===== src/rtl/hist_pkg.sv =====
`default_nettype none
// ============================================================================
// Module  : hist_pkg
// Purpose : Shared types and defaults for the histogram batch scheduler.
//           Controller state encoding, default sizing constants and helpers
//           that give the reset-time [lo,hi] bounds of each bin (equal-width
//           bins tiling the whole observation range).
// Revision: 1.0 - initial release
// ============================================================================
package hist_pkg;

  typedef enum logic [1:0] {
    IDLE    = 2'd0,
    COLLECT = 2'd1,
    COUNT   = 2'd2,
    EMIT    = 2'd3
  } hist_state_e;

  localparam int DATA_W_DFLT   = 8;
  localparam int BATCH_DFLT    = 4;
  localparam int NUM_BINS_DFLT = 4;
  localparam int CNT_W_DFLT    = 8;

  // Lower bound of bin i when the range [0, 2**data_w) is split evenly.
  function automatic int bin_lo(input int i, input int data_w, input int num_bins);
    return i * ((1 << data_w) / num_bins);
  endfunction

  // Upper bound (inclusive) of bin i for the same even split.
  function automatic int bin_hi(input int i, input int data_w, input int num_bins);
    return bin_lo(i, data_w, num_bins) + ((1 << data_w) / num_bins) - 1;
  endfunction

endpackage

`default_nettype wire


===== src/rtl/hist_bin_match.sv =====
`default_nettype none
// ============================================================================
// Module  : hist_bin_match
// Purpose : Combinational match counter. Counts how many of the BATCH
//           observations fall inside the inclusive range [lo, hi]
//           (unsigned). An inverted range (lo > hi) matches nothing.
// Ports   : obs   - BATCH packed observations
//           lo    - inclusive lower bound
//           hi    - inclusive upper bound
//           count - number of observations in range (0..BATCH)
// Revision: 1.0 - initial release
// ============================================================================
module hist_bin_match
  import hist_pkg::*;
#(
  parameter int DATA_W = DATA_W_DFLT,
  parameter int BATCH  = BATCH_DFLT
) (
  input  logic [BATCH-1:0][DATA_W-1:0] obs,
  input  logic [DATA_W-1:0]            lo,
  input  logic [DATA_W-1:0]            hi,
  output logic [$clog2(BATCH):0]       count
);

  localparam int c_cw = $clog2(BATCH) + 1;

  always_comb begin
    count = '0;
    for (int i = 0; i < BATCH; i++) begin
      if ((obs[i] >= lo) && (obs[i] <= hi)) begin
        count = count + c_cw'(1);
      end
    end
  end

endmodule

`default_nettype wire


===== src/rtl/hist_batch_sched.sv =====
`default_nettype none
// ============================================================================
// Module  : hist_batch_sched
// Purpose : Histogram batch sequencer. Collects BATCH observations, then
//           evaluates one bin per cycle through a single shared match unit,
//           accumulates saturating per-bin running totals, and streams the
//           per-bin results out over a valid/ready handshake.
// Ports   : clk, rst              - clock, synchronous active-high reset
//           start, clear          - begin batch / zero totals (IDLE only)
//           cfg_we/idx/lo/hi      - bin bound write port (IDLE only)
//           obs_valid/data/ready  - observation input stream
//           res_valid/ready       - result output handshake
//           res_bin/count/total   - result payload for the current bin
//           busy, done            - not-IDLE flag, end-of-emit pulse
// Revision: 1.0 - initial release
// ============================================================================
module hist_batch_sched
  import hist_pkg::*;
#(
  parameter int DATA_W   = DATA_W_DFLT,
  parameter int BATCH    = BATCH_DFLT,
  parameter int NUM_BINS = NUM_BINS_DFLT,
  parameter int CNT_W    = CNT_W_DFLT
) (
  input  logic                        clk,
  input  logic                        rst,
  input  logic                        start,
  input  logic                        clear,
  input  logic                        cfg_we,
  input  logic [$clog2(NUM_BINS)-1:0] cfg_idx,
  input  logic [DATA_W-1:0]           cfg_lo,
  input  logic [DATA_W-1:0]           cfg_hi,
  input  logic                        obs_valid,
  input  logic [DATA_W-1:0]           obs_data,
  output logic                        obs_ready,
  output logic                        res_valid,
  input  logic                        res_ready,
  output logic [$clog2(NUM_BINS)-1:0] res_bin,
  output logic [$clog2(BATCH):0]      res_count,
  output logic [CNT_W-1:0]            res_total,
  output logic                        busy,
  output logic                        done
);

  localparam int c_idx_w = $clog2(NUM_BINS);
  localparam int c_oix_w = $clog2(BATCH);
  localparam int c_cw    = $clog2(BATCH) + 1;
  localparam int c_sum_w = ((CNT_W > c_cw) ? CNT_W : c_cw) + 1;
  localparam logic [CNT_W-1:0]   c_cnt_max  = '1;
  localparam logic [c_idx_w-1:0] c_last_bin = c_idx_w'(NUM_BINS - 1);
  localparam logic [c_oix_w-1:0] c_last_obs = c_oix_w'(BATCH - 1);

  // Registered state
  hist_state_e                         state_q, state_d;
  logic [c_oix_w-1:0]                  obs_cnt_q, obs_cnt_d;
  logic [c_idx_w-1:0]                  bin_ptr_q, bin_ptr_d;
  logic [BATCH-1:0][DATA_W-1:0]        obs_buf_q, obs_buf_d;
  logic [NUM_BINS-1:0][DATA_W-1:0]     lo_q, lo_d;
  logic [NUM_BINS-1:0][DATA_W-1:0]     hi_q, hi_d;
  logic [NUM_BINS-1:0][c_cw-1:0]       batch_cnt_q, batch_cnt_d;
  logic [NUM_BINS-1:0][CNT_W-1:0]      total_q, total_d;
  logic                                obs_ready_q, obs_ready_d;
  logic                                res_valid_q, res_valid_d;
  logic [c_idx_w-1:0]                  res_bin_q, res_bin_d;
  logic [c_cw-1:0]                     res_count_q, res_count_d;
  logic [CNT_W-1:0]                    res_total_q, res_total_d;
  logic                                busy_q, busy_d;
  logic                                done_q, done_d;

  // Reset-time bounds and match datapath
  logic [NUM_BINS-1:0][DATA_W-1:0]     w_dflt_lo;
  logic [NUM_BINS-1:0][DATA_W-1:0]     w_dflt_hi;
  logic [c_cw-1:0]                     w_match_cnt;
  logic [c_sum_w-1:0]                  w_sum;
  logic [CNT_W-1:0]                    w_sat_total;

  for (genvar gi = 0; gi < NUM_BINS; gi++) begin : g_dflt_bounds
    assign w_dflt_lo[gi] = DATA_W'(bin_lo(gi, DATA_W, NUM_BINS));
    assign w_dflt_hi[gi] = DATA_W'(bin_hi(gi, DATA_W, NUM_BINS));
  end

  // One shared match unit; the bounds of the bin under evaluation are muxed in.
  hist_bin_match #(
    .DATA_W (DATA_W),
    .BATCH  (BATCH)
  ) u_match (
    .obs   (obs_buf_q),
    .lo    (lo_q[bin_ptr_q]),
    .hi    (hi_q[bin_ptr_q]),
    .count (w_match_cnt)
  );

  // Widen before adding so the carry is visible for saturation.
  assign w_sum       = c_sum_w'(total_q[bin_ptr_q]) + c_sum_w'(w_match_cnt);
  assign w_sat_total = (w_sum > c_sum_w'(c_cnt_max)) ? c_cnt_max : w_sum[CNT_W-1:0];

  always_comb begin
    state_d     = state_q;
    obs_cnt_d   = obs_cnt_q;
    bin_ptr_d   = bin_ptr_q;
    obs_buf_d   = obs_buf_q;
    lo_d        = lo_q;
    hi_d        = hi_q;
    batch_cnt_d = batch_cnt_q;
    total_d     = total_q;
    done_d      = 1'b0;

    case (state_q)
      IDLE: begin
        // clear, cfg_we and start touch disjoint state, so all may act together.
        if (clear) begin
          total_d = '0;
        end
        if (cfg_we) begin
          lo_d[cfg_idx] = cfg_lo;
          hi_d[cfg_idx] = cfg_hi;
        end
        if (start) begin
          state_d   = COLLECT;
          obs_cnt_d = '0;
        end
      end
      COLLECT: begin
        if (obs_valid) begin
          obs_buf_d[obs_cnt_q] = obs_data;
          if (obs_cnt_q == c_last_obs) begin
            obs_cnt_d = '0;
            bin_ptr_d = '0;
            state_d   = COUNT;
          end else begin
            obs_cnt_d = obs_cnt_q + c_oix_w'(1);
          end
        end
      end
      COUNT: begin
        batch_cnt_d[bin_ptr_q] = w_match_cnt;
        total_d[bin_ptr_q]     = w_sat_total;
        if (bin_ptr_q == c_last_bin) begin
          bin_ptr_d = '0;
          state_d   = EMIT;
        end else begin
          bin_ptr_d = bin_ptr_q + c_idx_w'(1);
        end
      end
      EMIT: begin
        if (res_ready) begin
          if (bin_ptr_q == c_last_bin) begin
            bin_ptr_d = '0;
            done_d    = 1'b1;
            state_d   = IDLE;
          end else begin
            bin_ptr_d = bin_ptr_q + c_idx_w'(1);
          end
        end
      end
      default: state_d = IDLE;
    endcase

    // Outputs are registered from next-state values so they line up with state_q.
    obs_ready_d = (state_d == COLLECT);
    busy_d      = (state_d != IDLE);
    res_valid_d = (state_d == EMIT);
    res_bin_d   = res_bin_q;
    res_count_d = res_count_q;
    res_total_d = res_total_q;
    if (state_d == EMIT) begin
      res_bin_d   = bin_ptr_d;
      res_count_d = batch_cnt_d[bin_ptr_d];
      res_total_d = total_d[bin_ptr_d];
    end
  end

  always_ff @(posedge clk) begin
    if (rst) begin
      state_q     <= IDLE;
      obs_cnt_q   <= '0;
      bin_ptr_q   <= '0;
      obs_buf_q   <= '0;
      lo_q        <= w_dflt_lo;
      hi_q        <= w_dflt_hi;
      batch_cnt_q <= '0;
      total_q     <= '0;
      obs_ready_q <= 1'b0;
      res_valid_q <= 1'b0;
      res_bin_q   <= '0;
      res_count_q <= '0;
      res_total_q <= '0;
      busy_q      <= 1'b0;
      done_q      <= 1'b0;
    end else begin
      state_q     <= state_d;
      obs_cnt_q   <= obs_cnt_d;
      bin_ptr_q   <= bin_ptr_d;
      obs_buf_q   <= obs_buf_d;
      lo_q        <= lo_d;
      hi_q        <= hi_d;
      batch_cnt_q <= batch_cnt_d;
      total_q     <= total_d;
      obs_ready_q <= obs_ready_d;
      res_valid_q <= res_valid_d;
      res_bin_q   <= res_bin_d;
      res_count_q <= res_count_d;
      res_total_q <= res_total_d;
      busy_q      <= busy_d;
      done_q      <= done_d;
    end
  end

  assign obs_ready = obs_ready_q;
  assign res_valid = res_valid_q;
  assign res_bin   = res_bin_q;
  assign res_count = res_count_q;
  assign res_total = res_total_q;
  assign busy      = busy_q;
  assign done      = done_q;

endmodule

`default_nettype wire


===== config.mk =====
export PLATFORM = sky130hd
export DESIGN_NAME = hist_batch_sched
export DESIGN_NICKNAME = d
export VERILOG_FILES = /design/src/rtl/hist_pkg.sv /design/src/rtl/hist_bin_match.sv /design/src/rtl/hist_batch_sched.sv
export SDC_FILE = /design/constraint.sdc
export NUM_CORES = 1
export LEC_CHECK = 0
export BUFFER_PORTS_ARGS = -buffer_cell sky130_fd_sc_hd__buf_2
export CORE_MARGIN = 8
export CORE_UTILIZATION = 45
export DETAILED_ROUTE_END_ITERATION = 12
export HOLD_SLACK_MARGIN = 0.03
export PLACE_DENSITY = 0.64
export SLEW_MARGIN = 20
export SYNTH_ARGS = -nofsm -noshare
export SYNTH_HDL_FRONTEND = slang
export SYNTH_SLANG_ARGS = --single-unit

===== constraint.sdc =====
create_clock -name clk -period 6.8 [get_ports clk]
set_clock_uncertainty 0.15 [all_clocks]
set_input_delay 0.68 -clock clk [delete_from_list [all_inputs] [get_ports clk]]
set_output_delay 0.68 -clock clk [all_outputs]
set_load 0.02 [all_outputs]

==> impl_metrics.xml <==
<?xml version="1.0" encoding="UTF-8"?>
<metrics>
  <group name="critical_path">
    <metric name="rr_endpoint" unit="">res_total[0]</metric>
    <metric name="worst_setup_path_startpoint" unit="">bin_ptr_q[0]</metric>
    <metric name="r2r_worst_path_depth" unit="">26</metric>
    <metric name="worstReg2RegStart" unit="">bin_ptr_q[0]</metric>
    <metric name="rrSetupSlack" unit="ns">0.51</metric>
    <metric name="crit_arrival" unit="ns">6.47</metric>
    <metric name="crit_path_end" unit="">res_total[0]</metric>
    <metric name="critical_path_required" unit="ns">6.97</metric>
    <metric name="worst-setup-path-type" unit="">flip-flop to flip-flop</metric>
    <metric name="critPathLaunchType" unit="">flip-flop</metric>
    <metric name="end_kind" unit="">flip-flop</metric>
    <metric name="crit_fanout" unit="">9</metric>
  </group>
  <group name="clock_network">
    <metric name="clock-sinks" unit="">163</metric>
    <metric name="clk_pin_slew_worst_paths" unit="ns">0.07</metric>
    <metric name="clock_tree.htree_level_count" unit="">4</metric>
    <metric name="cts_root_buf" unit="">sky130_fd_sc_hd__clkbuf_16</metric>
    <metric name="cts-resized-gates" unit="">0</metric>
    <metric name="clock_insertion_delay_worst_skew" unit="ns">0.43</metric>
    <metric name="cts_tree" unit="">done</metric>
    <metric name="post_cts_buffers" unit="">0</metric>
    <metric name="cts_hold_buf" unit="">0</metric>
    <metric name="ctsLongestPathBuffers" unit="">2</metric>
    <metric name="cts-buffers-inserted" unit="">17</metric>
  </group>
  <group name="global_route">
    <metric name="met1_usage" unit="%">28.18</metric>
    <metric name="grt-busiest-layer" unit="">met2</metric>
    <metric name="grt_remaining_overflow" unit="">0</metric>
    <metric name="first_global_vias" unit="">7360</metric>
    <metric name="grt_use_met2" unit="%">31.73</metric>
    <metric name="grtUsageTotal" unit="%">20.61</metric>
    <metric name="global_route_wire_length_before_repair" unit="mm">39.37</metric>
    <metric name="largest_net_degree_at_the_start_of_global_routing" unit="">68</metric>
    <metric name="antenna_violations_before_repair" unit="">0</metric>
    <metric name="met3_usage" unit="%">3.662</metric>
  </group>
  <group name="final_layout">
    <metric name="nets" unit="">1177</metric>
    <metric name="drive_gt1_share" unit="%">12.72</metric>
    <metric name="n_antenna_cell" unit="">0</metric>
    <metric name="final_util" unit="%">50.75</metric>
    <metric name="layout_overhead_on_the_synthesized_area" unit="%">12.14</metric>
  </group>
  <group name="timing">
    <metric name="hold-worst-slack" unit="ns">0.3045</metric>
    <metric name="max-slew-margin-rel" unit="%">41.38</metric>
    <metric name="rsz_0062_raised_after_global_routing" unit="">no</metric>
    <metric name="period_minus_slack" unit="ns">6.293</metric>
    <metric name="maxSlewViolCount" unit="">0</metric>
    <metric name="worst_pin_slew" unit="ns">0.8747</metric>
    <metric name="final_min_period_over_clock_period" unit="%">92.55</metric>
    <metric name="total_count_of_hold_check_failures_in_the_final_report" unit="">0</metric>
    <metric name="fmax" unit="MHz">158.9</metric>
    <metric name="timing.setup.tns" unit="ns">0</metric>
    <metric name="setup_violations" unit="">0</metric>
  </group>
  <group name="synthesis">
    <metric name="synth_adder_area_share" unit="%">11.42</metric>
    <metric name="post_synth_instance_area" unit="um2">8722</metric>
    <metric name="synth_cell_types" unit="">63</metric>
    <metric name="synth-edff-count" unit="">0</metric>
    <metric name="ys_ff_latch" unit="">163</metric>
    <metric name="fraction_of_the_mapped_netlist_area_in_compound_gates" unit="%">18.02</metric>
    <metric name="synthArstFlopShare" unit="%">0</metric>
    <metric name="number_of_cells_produced_by_synthesis" unit="">1039</metric>
    <metric name="synth_top_family_by_area" unit="">simple AND/OR/NAND/NOR gates</metric>
    <metric name="synth.yosys.seq_area_share" unit="%">37.41</metric>
    <metric name="synth-warning-count" unit="">0</metric>
    <metric name="xor_and_xnor_fraction_of_the_mapped_netlist_area" unit="%">0.4017</metric>
    <metric name="muxShareOfSynthArea" unit="%">8.048</metric>
    <metric name="syn-mean-instance-area" unit="um2">8.395</metric>
    <metric name="synthesis.nets" unit="">1151</metric>
    <metric name="yosys_most_used_dff" unit="">sky130_fd_sc_hd__dfxtp_1</metric>
    <metric name="simple_gate_fraction_of_synth_area" unit="%">20.69</metric>
  </group>
  <group name="job">
    <metric name="number_of_violations_of_the_max_capacitance_limit" unit="">0</metric>
  </group>
  <group name="power">
    <metric name="max-vdd-ir-drop" unit="mV">0.2060</metric>
    <metric name="post-layout-total-power" unit="mW">2.254</metric>
    <metric name="p_leak" unit="nW">3.930</metric>
    <metric name="cell_pwr_density" unit="nW/um2">230.5</metric>
  </group>
  <group name="routing">
    <metric name="routed_wire_length_per_instance" unit="um">18.25</metric>
    <metric name="detail_route.iter0.violations" unit="">587</metric>
    <metric name="drt-total-wl" unit="mm">24.50</metric>
    <metric name="num_vias" unit="">7685</metric>
    <metric name="post-route-drc-count" unit="">0</metric>
    <metric name="drt_pre_antenna_iters" unit="">5</metric>
    <metric name="routed_via_density" unit="">5.727</metric>
    <metric name="postRouteAntennaNets" unit="">0</metric>
  </group>
  <group name="placement">
    <metric name="finalWeightedCongestion" unit="">0.8792</metric>
    <metric name="dp.final_hpwl" unit="mm">16.75</metric>
    <metric name="port_buffers" unit="">49</metric>
  </group>
  <group name="floorplan">
    <metric name="die_w" unit="um">155.2</metric>
    <metric name="core-area" unit="um2">19270</metric>
    <metric name="die_area" unit="um2">24090</metric>
    <metric name="floorplan.io_pins" unit="">50</metric>
    <metric name="rows" unit="">51</metric>
    <metric name="floorplan.die.height" unit="um">155.2</metric>
    <metric name="initial_utilization" unit="%">45.26</metric>
  </group>
  <group name="hold_path">
    <metric name="worst_min_path_class" unit="">flip-flop to flip-flop</metric>
  </group>
  <group name="outcome">
    <metric name="status" unit="">complete, no violations</metric>
  </group>
</metrics>
==> how the worst min path moves through the flow <==
stage / from / to / slack (ns) / cells after the start
after floorplan: hi_q[22] / hi_q[22] / 0.28 / 2
after global placement: lo_q[12] / lo_q[12] / 0.29 / 2
after detailed placement: lo_q[2] / lo_q[2] / 0.30 / 2
after CTS: lo_q[2] / lo_q[2] / 0.31 / 2
after global routing: lo_q[12] / lo_q[12] / 0.32 / 2
final: lo_q[26] / lo_q[26] / 0.30 / 2
==> cell families (layout without fill, tap and decap cells) <==
kind of cell,count (synthesis),count (layout)
flops,163,163
compound gates,247,247
fa+ha+maj,79,79
mux,38,38
simple gates,419,419
xor+xnor,4,4
buf+inv,89,127
==> critical path, cell delays in order (launching register included) <==
cell                        delay (ns)
sky130_fd_sc_hd__dfxtp_2          0.51
sky130_fd_sc_hd__mux4_2           0.55
sky130_fd_sc_hd__inv_1            0.17
sky130_fd_sc_hd__ha_1             0.27
sky130_fd_sc_hd__nor2b_1          0.13
sky130_fd_sc_hd__o21a_1           0.16
sky130_fd_sc_hd__o21a_1           0.17
sky130_fd_sc_hd__o21a_1           0.16
sky130_fd_sc_hd__o21bai_1         0.14
sky130_fd_sc_hd__a21oi_1          0.11
sky130_fd_sc_hd__a211oi_1         0.19
sky130_fd_sc_hd__ha_1             0.29
sky130_fd_sc_hd__xnor2_1          0.16
sky130_fd_sc_hd__inv_1            0.08
sky130_fd_sc_hd__ha_1             0.13
sky130_fd_sc_hd__inv_1            0.03
sky130_fd_sc_hd__a2111oi_0        0.47
sky130_fd_sc_hd__xnor2_1          0.27
sky130_fd_sc_hd__inv_1            0.12
sky130_fd_sc_hd__ha_1             0.35
sky130_fd_sc_hd__nor2b_4          0.27
sky130_fd_sc_hd__o2111ai_4        0.17
sky130_fd_sc_hd__nor2_1           0.25
sky130_fd_sc_hd__nor2_1           0.10
sky130_fd_sc_hd__o21ai_0          0.23
sky130_fd_sc_hd__o311ai_0         0.18
sky130_fd_sc_hd__a221oi_1         0.36
==> where the power goes <==
group          switching, mW  internal (mW)
Sequential            0.0125          0.973
Combinational          0.180          0.103
Clock                  0.428          0.558
==> metrics by stage <==
stage | area (um2) | std cells | worst slack, ns
after floorplan | 8722 | 1039 | 0.4432
after global placement | 9181 | 1311 | 0.4988
after detailed placement | 9181 | 1311 | 0.3752
after CTS | 9773 | 1342 | 0.2377
after global routing | 9781 | 1342 | 0.06860
final | 9781 | 1342 | 0.5067
==> cell usage after synthesis, drive strengths merged (4+ instances only) <==
cell     count  area, um2
nand2      240      903.4
a21oi      107      539.3
nand2b      10      62.56
buf         11      57.55
ha          78      975.9
mux2         7      78.83
and3         6      37.54
nor3        15      80.08
a32oi        5      43.79
o31ai        5      37.54
and2        11      68.82
nand3       46      230.2
o21ai       34      177.7
a22oi       22      170.2
o2111ai      4      52.56
nand4        7      43.79
nor2b       12      75.07
mux2i        6      60.06
o211ai       5      37.54
a221oi       4      35.03
a31oi        6      37.54
o21a        10      75.07
a21o        11      82.58
mux4        25      563.0
o311ai       4      35.04
clkbuf      42      157.7
inv         35      131.4
nor2        64      242.7
dfxtp      163       3263
a211oi       9      67.56
o22ai        5      37.53
==> area by class of cell <==
type | instances | area (um2)
Sequential cell | 163 | 3266
Multi-Input combinational cell | 787 | 5126
Inverter | 36 | 135.1
Tap cell | 265 | 331.6
Clock buffer | 19 | 442.9
Fill cell | 1883 | 9490
Timing Repair Buffer | 60 | 330.3
Clock inverter | 12 | 148.9
==> state kept, by name, indices dropped and copies added, names as in the netlist, 3 cells and up <==
register,flops
res_total,8
total_q,32
obs_buf_q,32
res_count,3
hi_q,32
lo_q,32
batch_cnt_q,12
==> per-layer routing <==
metal | wire length [um] | vias up
met5 | 0 | -
met4 | 505 | 0
met3 | 1765 | 49
met2 | 10900 | 308
met1 | 11330 | 3591
li1 | - | 3737
==> cell usage in the layout, fill, tap and decap left out, drive strengths merged, types with 12 or more instances in the layout <==
cell type  Yosys  routed
dfxtp        163     163
nor2b         12      12
mux4          25      25
a22oi         22      22
nand3         46      46
nand2        240     240
nor3          15      15
a21oi        107     107
clkbuf        42      19
buf           11      60
nor2          64      64
o21ai         34      34
inv           35      39
ha            78      78
Power figures use the tool's default switching activity.
